## config.mk

```make
export PLATFORM = sky130hd
export DESIGN_NAME = mem_arbiter
export DESIGN_NICKNAME = d
export VERILOG_FILES = /design/src/rtl/mem_arbiter.sv
export SDC_FILE = /design/constraint.sdc
export NUM_CORES = 1
export LEC_CHECK = 0
export CELL_PAD_IN_SITES_DETAIL_PLACEMENT = 2
export CELL_PAD_IN_SITES_GLOBAL_PLACEMENT = 2
export CORE_ASPECT_RATIO = 0.5
export CORE_MARGIN = 2
export CORE_UTILIZATION = 25
export CTS_BUF_LIST = sky130_fd_sc_hd__clkbuf_2 sky130_fd_sc_hd__clkbuf_4 sky130_fd_sc_hd__clkbuf_8
export CTS_CLUSTER_DIAMETER = 80
export DETAILED_ROUTE_END_ITERATION = 12
export GPL_TIMING_DRIVEN = 0
export PLACE_DENSITY = 0.91
export SKIP_LAST_GASP = 1
export SLEW_MARGIN = 30
export SYNTH_ARGS = -nofsm -noshare
export SYNTH_HDL_FRONTEND = slang
export SYNTH_SLANG_ARGS = --single-unit
```

## constraint.sdc

```tcl
create_clock -name clk -period 1.9 [get_ports clk]
set_input_delay 0.285 -clock clk [delete_from_list [all_inputs] [get_ports clk]]
set_output_delay 0.285 -clock clk [all_outputs]
set_load 0.01 [all_outputs]
```

## src/rtl/mem_arbiter.sv

```systemverilog
`timescale 1ns/1ps
// mem_arbiter
// Shares one fixed-latency data memory between two requesters:
// port 0 (CPU load/store) and port 1 (debug/DMA loader). Each access
// runs for LAT cycles with registered strobes. It is followed by one
// DONE cycle carrying the winner's ack pulse.
//
// Ports
//   clk, reset                    clock, async active-high reset
//   pN_read, pN_write             request levels (both high = write)
//   pN_addr, pN_wdata             request address / write data
//   pN_rdata                      registered read data, held until next read
//   pN_ack                        one-cycle completion pulse
//   pN_busy_wait                  stall: request present and no ack yet
//   mem_read, mem_write           registered memory strobes
//   mem_addr, mem_wdata           registered memory address / write data
//   mem_rdata                     memory read data, valid in last ACCESS cycle
module mem_arbiter #(
  parameter int ADDR_W = 8,
  parameter int DATA_W = 8,
  parameter int LAT    = 4
) (
  input  logic              clk,
  input  logic              reset,
  input  logic              p0_read,
  input  logic              p0_write,
  input  logic [ADDR_W-1:0] p0_addr,
  input  logic [DATA_W-1:0] p0_wdata,
  output logic [DATA_W-1:0] p0_rdata,
  output logic              p0_ack,
  output logic              p0_busy_wait,
  input  logic              p1_read,
  input  logic              p1_write,
  input  logic [ADDR_W-1:0] p1_addr,
  input  logic [DATA_W-1:0] p1_wdata,
  output logic [DATA_W-1:0] p1_rdata,
  output logic              p1_ack,
  output logic              p1_busy_wait,
  output logic              mem_read,
  output logic              mem_write,
  output logic [ADDR_W-1:0] mem_addr,
  output logic [DATA_W-1:0] mem_wdata,
  input  logic [DATA_W-1:0] mem_rdata
);

  localparam int CNT_W = (LAT > 1) ? $clog2(LAT) : 1;
  localparam logic [CNT_W-1:0] CNT_INIT = CNT_W'(LAT - 1);

  typedef enum logic [1:0] {
    S_IDLE,
    S_ACCESS,
    S_DONE
  } state_t;

  state_t             r_state;
  state_t             w_state_nxt;
  logic [CNT_W-1:0]   r_cnt;
  // Granted port of the current/last access; also serves as last_grant
  // for round-robin, since both are updated on the same edge.
  logic               r_gnt;
  logic               r_mem_read;
  logic               r_mem_write;
  logic [ADDR_W-1:0]  r_mem_addr;
  logic [DATA_W-1:0]  r_mem_wdata;
  logic [DATA_W-1:0]  r_p0_rdata;
  logic [DATA_W-1:0]  r_p1_rdata;

  logic               w_p0_req;
  logic               w_p1_req;
  logic               w_any_req;
  logic               w_gnt;
  logic               w_gnt_write;
  logic [ADDR_W-1:0]  w_gnt_addr;
  logic [DATA_W-1:0]  w_gnt_wdata;
  logic               w_cnt_zero;

  assign w_p0_req   = p0_read | p0_write;
  assign w_p1_req   = p1_read | p1_write;
  assign w_any_req  = w_p0_req | w_p1_req;
  assign w_cnt_zero = (r_cnt == '0);

  // Tie goes to the port that did not win last; otherwise the sole requester.
  assign w_gnt       = (w_p0_req & w_p1_req) ? ~r_gnt : w_p1_req;
  assign w_gnt_write = w_gnt ? p1_write : p0_write;
  assign w_gnt_addr  = w_gnt ? p1_addr  : p0_addr;
  assign w_gnt_wdata = w_gnt ? p1_wdata : p0_wdata;

  always_ff @(posedge clk or posedge reset) begin
    if (reset) begin
      r_state <= S_IDLE;
    end else begin
      r_state <= w_state_nxt;
    end
  end

  always_comb begin
    w_state_nxt = r_state;
    case (r_state)
      S_IDLE:   if (w_any_req) w_state_nxt = S_ACCESS;
      S_ACCESS: if (w_cnt_zero) w_state_nxt = S_DONE;
      S_DONE:   w_state_nxt = S_IDLE;
      default:  w_state_nxt = S_IDLE;
    endcase
  end

  always_ff @(posedge clk or posedge reset) begin
    if (reset) begin
      r_cnt       <= '0;
      r_gnt       <= 1'b1;
      r_mem_read  <= 1'b0;
      r_mem_write <= 1'b0;
      r_mem_addr  <= '0;
      r_mem_wdata <= '0;
      r_p0_rdata  <= '0;
      r_p1_rdata  <= '0;
    end else begin
      case (r_state)
        S_IDLE: begin
          if (w_any_req) begin
            r_gnt       <= w_gnt;
            r_mem_read  <= ~w_gnt_write;
            r_mem_write <= w_gnt_write;
            r_mem_addr  <= w_gnt_addr;
            r_mem_wdata <= w_gnt_wdata;
            r_cnt       <= CNT_INIT;
          end
        end
        S_ACCESS: begin
          if (w_cnt_zero) begin
            r_mem_read  <= 1'b0;
            r_mem_write <= 1'b0;
            if (r_mem_read) begin
              if (r_gnt) begin
                r_p1_rdata <= mem_rdata;
              end else begin
                r_p0_rdata <= mem_rdata;
              end
            end
          end else begin
            r_cnt <= r_cnt - 1'b1;
          end
        end
        default: begin
        end
      endcase
    end
  end

  assign p0_ack       = (r_state == S_DONE) & ~r_gnt;
  assign p1_ack       = (r_state == S_DONE) &  r_gnt;
  assign p0_busy_wait = w_p0_req & ~p0_ack;
  assign p1_busy_wait = w_p1_req & ~p1_ack;

  assign p0_rdata  = r_p0_rdata;
  assign p1_rdata  = r_p1_rdata;
  assign mem_read  = r_mem_read;
  assign mem_write = r_mem_write;
  assign mem_addr  = r_mem_addr;
  assign mem_wdata = r_mem_wdata;

endmodule

```

Word-level counts from Yosys, hierarchy flattened
Cells that the tools add are included.
Widths: inputs -> output; s select.
{"block": "op_classes", "addsub": 1, "eq_ne": 5, "n_mux": 15, "bitwise_logic": 12, "n_reduce_logical": 9}
{"cell": "$mux 8", "n": 2}
{"cell": "$mux 2", "n": 4}
{"cell": "$pmux 2 s2", "n": 2}
{"cell": "$reduce_and 4->1", "n": 2}
{"cell": "$ne 2x2->1 const B", "n": 3}
{"cell": "$reduce_and 3->1", "n": 2}
{"cell": "$and 1x1->1", "n": 5}
{"cell": "$mux 1", "n": 5}
{"cell": "$logic_not 2->1", "n": 2}
{"cell": "$not 1->1", "n": 4}
{"cell": "$pmux 1 s2", "n": 2}
{"cell": "$reduce_and 2->1", "n": 2}
{"cell": "$or 1x1->1", "n": 3}
{"cell": "$eq 2x1->1 const B", "n": 1}
{"cell": "$eq 2x2->1 const B", "n": 1}
{"cell": "$reduce_bool 2->1", "n": 1}
{"cell": "$sub 2x1->2 const B", "n": 1}
{"block": "word_totals", "regBits": 39, "out_inout_bits": 38, "elab_cells": 51}

Depth between registers and ports, before layout
{"block": "logic_depth", "ltp_word": 7, "depth_mapped": 6}

Least setup slack after synthesis
Ideal clock, no wire load.
{"block": "synth_path", "path_type": "reg2reg", "start": "register r_cnt[0]", "end": "register r_p0_rdata[0], in the netlist p0_rdata[0]", "setup_ns": 0.125, "arrival_time_ns": 1.507, "path_slack_ns": 0.268, "path_stages_with_launch": 6, "path_buffers": 0, "synth_period_minus_slack_ns": 1.632, "cell_sequence": "dfrtp_1 > inv_1 > ha_1 > nand3b_1 > nor3b_2 > mux2_2"}
{"block": "synth_between", "elab_chain_len": 2}
{"item": "from (decl)", "line": "57", "source": "logic [CNT_W-1:0] r_cnt;"}
{"item": "from (signal assigned)", "line": "140", "source": "r_cnt <= r_cnt - 1'b1;"}
{"item": "$logic_not 2->1", "line": "80", "source": "assign w_cnt_zero = (r_cnt == '0);"}
{"item": "$reduce_and 4->1 (no source line)"}
{"item": "to (signal assigned)", "line": "136", "source": "r_p0_rdata <= mem_rdata;"}
{"item": "to (decl)", "line": "65", "source": "logic [DATA_W-1:0] r_p0_rdata;"}
No other way between the ends.
A chain may end at the register's enable or synchronous reset.

Worst setup path in the final report
{"block": "layout_path", "start": "register r_state[0]", "end": "output port p0_ack"}
{"block": "layout_between", "elab_chain_len": 2}
{"item": "from (decl)", "line": "55", "source": "state_t r_state;"}
{"item": "from (signal assigned)", "line": "92", "source": "r_state <= w_state_nxt;"}
{"item": "$eq 2x2->1", "line": "149", "source": "assign p0_ack = (r_state == S_DONE) & ~r_gnt;"}
{"item": "$and 1x1->1", "line": "149"}
{"item": "to (decl)", "line": "30", "source": "output logic p0_ack,"}
No other way between the ends.

==> flow_summary.toml <==
[global_routing]
grt_pass1_vias = 1981
grt_pass1_wl_um = 10800
overflow = 0
grt_max_degree = 22
antenna_found_initial = 0
grt_usage_pct = 17.3

[clock_tree]
cts-hold-fix-buffers = 0
htree_levels = 2
clk_pin_slew_ns = 0.09
cts_max_path_buffers = 2
root_buffer = "clkbuf_8"
cts_tree = "yes"
numCtsBuffers = 5
clock-sinks = 39
clk_latency_ns = 0.30

[logic_synthesis]
synth-async-reset-ratio_pct = 100
syn_area_um2 = 1830
syn_area_per_cell_um2 = 11.2
synthCells = 164
ys_seq_area_share_pct = 53.4
ys_warn_count = 0
synth-seq-cells = 39
syn_nets = 211
synth.distinct_cells = 28
synthFlopType = "dfrtp_1"
synth-edff-count = 0

[worst_setup_path]
crit_slowest_cell = "clkdlybuf4s50_1"
critPathMaxFanout = 5
cp_top_family = "buffers and inverters"
cp_cell_sequence = "nor3b_2, clkdlybuf4s50_1"
cp-start-kind = "register"
critPathKind = "register to output pin"
end_kind = "output pin"
cp_num_buf_inv = 1
crit_required_ns = 1.62
max_stage_delay_ns = 0.57
cp_data_arrival_time_ns = 1.56

[detailed_routing]
antenna_left = 0
wl_per_cell_um = 19.7
dr.pass1.iters = 4
wl_met3_um = 191
via_count = 1713
wl_met2_um = 3670
viasPerCell = 4.91
m1WireLength_um = 2980
drtIter0Drc = 54
top_layer = "met4"
wl_um = 6870
drc = 0

[sta]
finalCritPeriodShare_pct = 97.0
postLayoutSetupSlackWorst_ns = 0.0574
max_freq_mhz = 543
setup_viol = 0
fin_skew_ns = 0.00824
hold_viol = 0
slew_headroom_pct = 63.8
fin_crit_ns = 1.84
drv_slew = 0
tightest_slew_ns = 0.539

[layout]
final_common_cell = "clkdlybuf4s50_1"
final_nets = 303
post-route-util_pct = 42.9
drive_above_1_share_pct = 18.3
syn2layout_area_growth_pct = 61.2
n_antenna_cell = 0
design_area_um2 = 2950
most-common-layout-cells = "76 x clkdlybuf4s50_1, 36 x dfrtp_1, 18 x a21oi_1, 17 x nand3b_1, 17 x mux2_2"

[flow_run]
drv_cap = 0

[floorplan]
die_h_um = 64.5
start_util_pct = 26.6
core_um2 = 6880
die_area_um2 = 8060
rows = 21
num_io_pins = 84
die_w_um = 125

[min_path]
worstHoldPathType = "primary input to asynchronous set/reset pin"

[run_status]
status = "complete, no violations"

[placement]
place_congestion = 0.689
portBuffers = 83
hpwl_um = 5140
place_ws_ns = -0.532
dpl_cell_area_um2 = 2800

[pwr]
p_leak_nw = 1.19
p_total_mw = 4.31
peakVddDrop_v = 0.000399
p_per_area_nw_per_um2 = 1460
-- per-stage QoR --
| stage | TNS (ns) | instances | hold WS [ns] |
|---|---|---|---|
| after global placement | -7.89 | 339 | 0.462 |
| final | 0 | 349 | 0.327 |
| after floorplan | 0 | 164 | 0.436 |
| after global routing | -0.00801 | 349 | 0.347 |
| after detailed placement | -6.45 | 340 | 0.480 |
| after CTS | -0.0880 | 349 | 0.334 |
-- layout make-up --
cell class,instances,area [µm²]
buffer,10,63.8
clock buffer,5,68.8
clock inverter,3,20.0
fill,734,3930
inverter,5,18.8
multi-input combinational,109,797
sequential,39,980
tap,92,115
timing repair buffer,86,888
-- Yosys cell counts (2+ instances only) --
library cell	number	area share, %
a211oi_1	2	0.82
buf_6	3	1.8
mux2_2	17	10
nor2_1	6	1.2
o21ai_0	16	4.4
nand3b_1	17	7.0
clkbuf_1	8	1.6
a21oi_1	18	4.9
inv_1	5	1.0
dfrtp_1	38	52
a31oi_1	16	5.5
nor3b_1	2	0.82
-- registers in the layout, summed over array words and instances, names as in the netlist --
| signal | cells |
|---|---|
| r_gnt | 1 |
| r_state | 2 |
| mem_read | 1 |
| mem_write | 1 |
| mem_addr | 8 |
| p1_rdata | 8 |
| r_cnt | 2 |
| mem_wdata | 8 |
| p0_rdata | 8 |
-- logic make-up (layout without fill, tap and decap cells) --
logic type	Yosys count	after routing	share of synthesized area [%]
flops	39	39	53.4
mux	19	19	11.8
compound gates	56	56	17.2
fa+ha+maj	1	1	0.683
simple gates	33	33	12.4
buf+inv	16	109	4.51
-- where the power goes --
part,total [mW],switching (mW),internal [mW]
clock,0.592,0.336,0.256
combinational,2.20,1.02,1.19
sequential,1.51,0.269,1.25
total,4.31,1.62,2.69
-- what timing repair did --
action,CTS,global route
cloned,0,0
endpoints found under the setup margin,24,22
buffers inserted,2,0
pin swaps,1,0
gates resized for setup,9,11
-- path summary, 6_finish.rpt --
path,from,end,slack (ns),cells past startpoint
min in group clk,r_cnt[0],r_cnt[0],0.50,1
worst max register to register,r_gnt,mem_wdata[4],0.11,5
worst max-delay path,r_state[0],p0_ack,0.06,2
max in group asynchronous,reset,r_state[0],1.09,3
worst min-delay path,reset,mem_wdata[2],0.33,2
worst min register to register,r_cnt[0],r_cnt[0],0.50,1
-- routing by layer --
metal,vias up,global-route usage (%)
met4,0,2.92
met2,30,34.0
li1,791,-
met3,2,3.22
met5,-,0
met1,890,20.2
No activity file was read; power rests on OpenSTA's default activity.
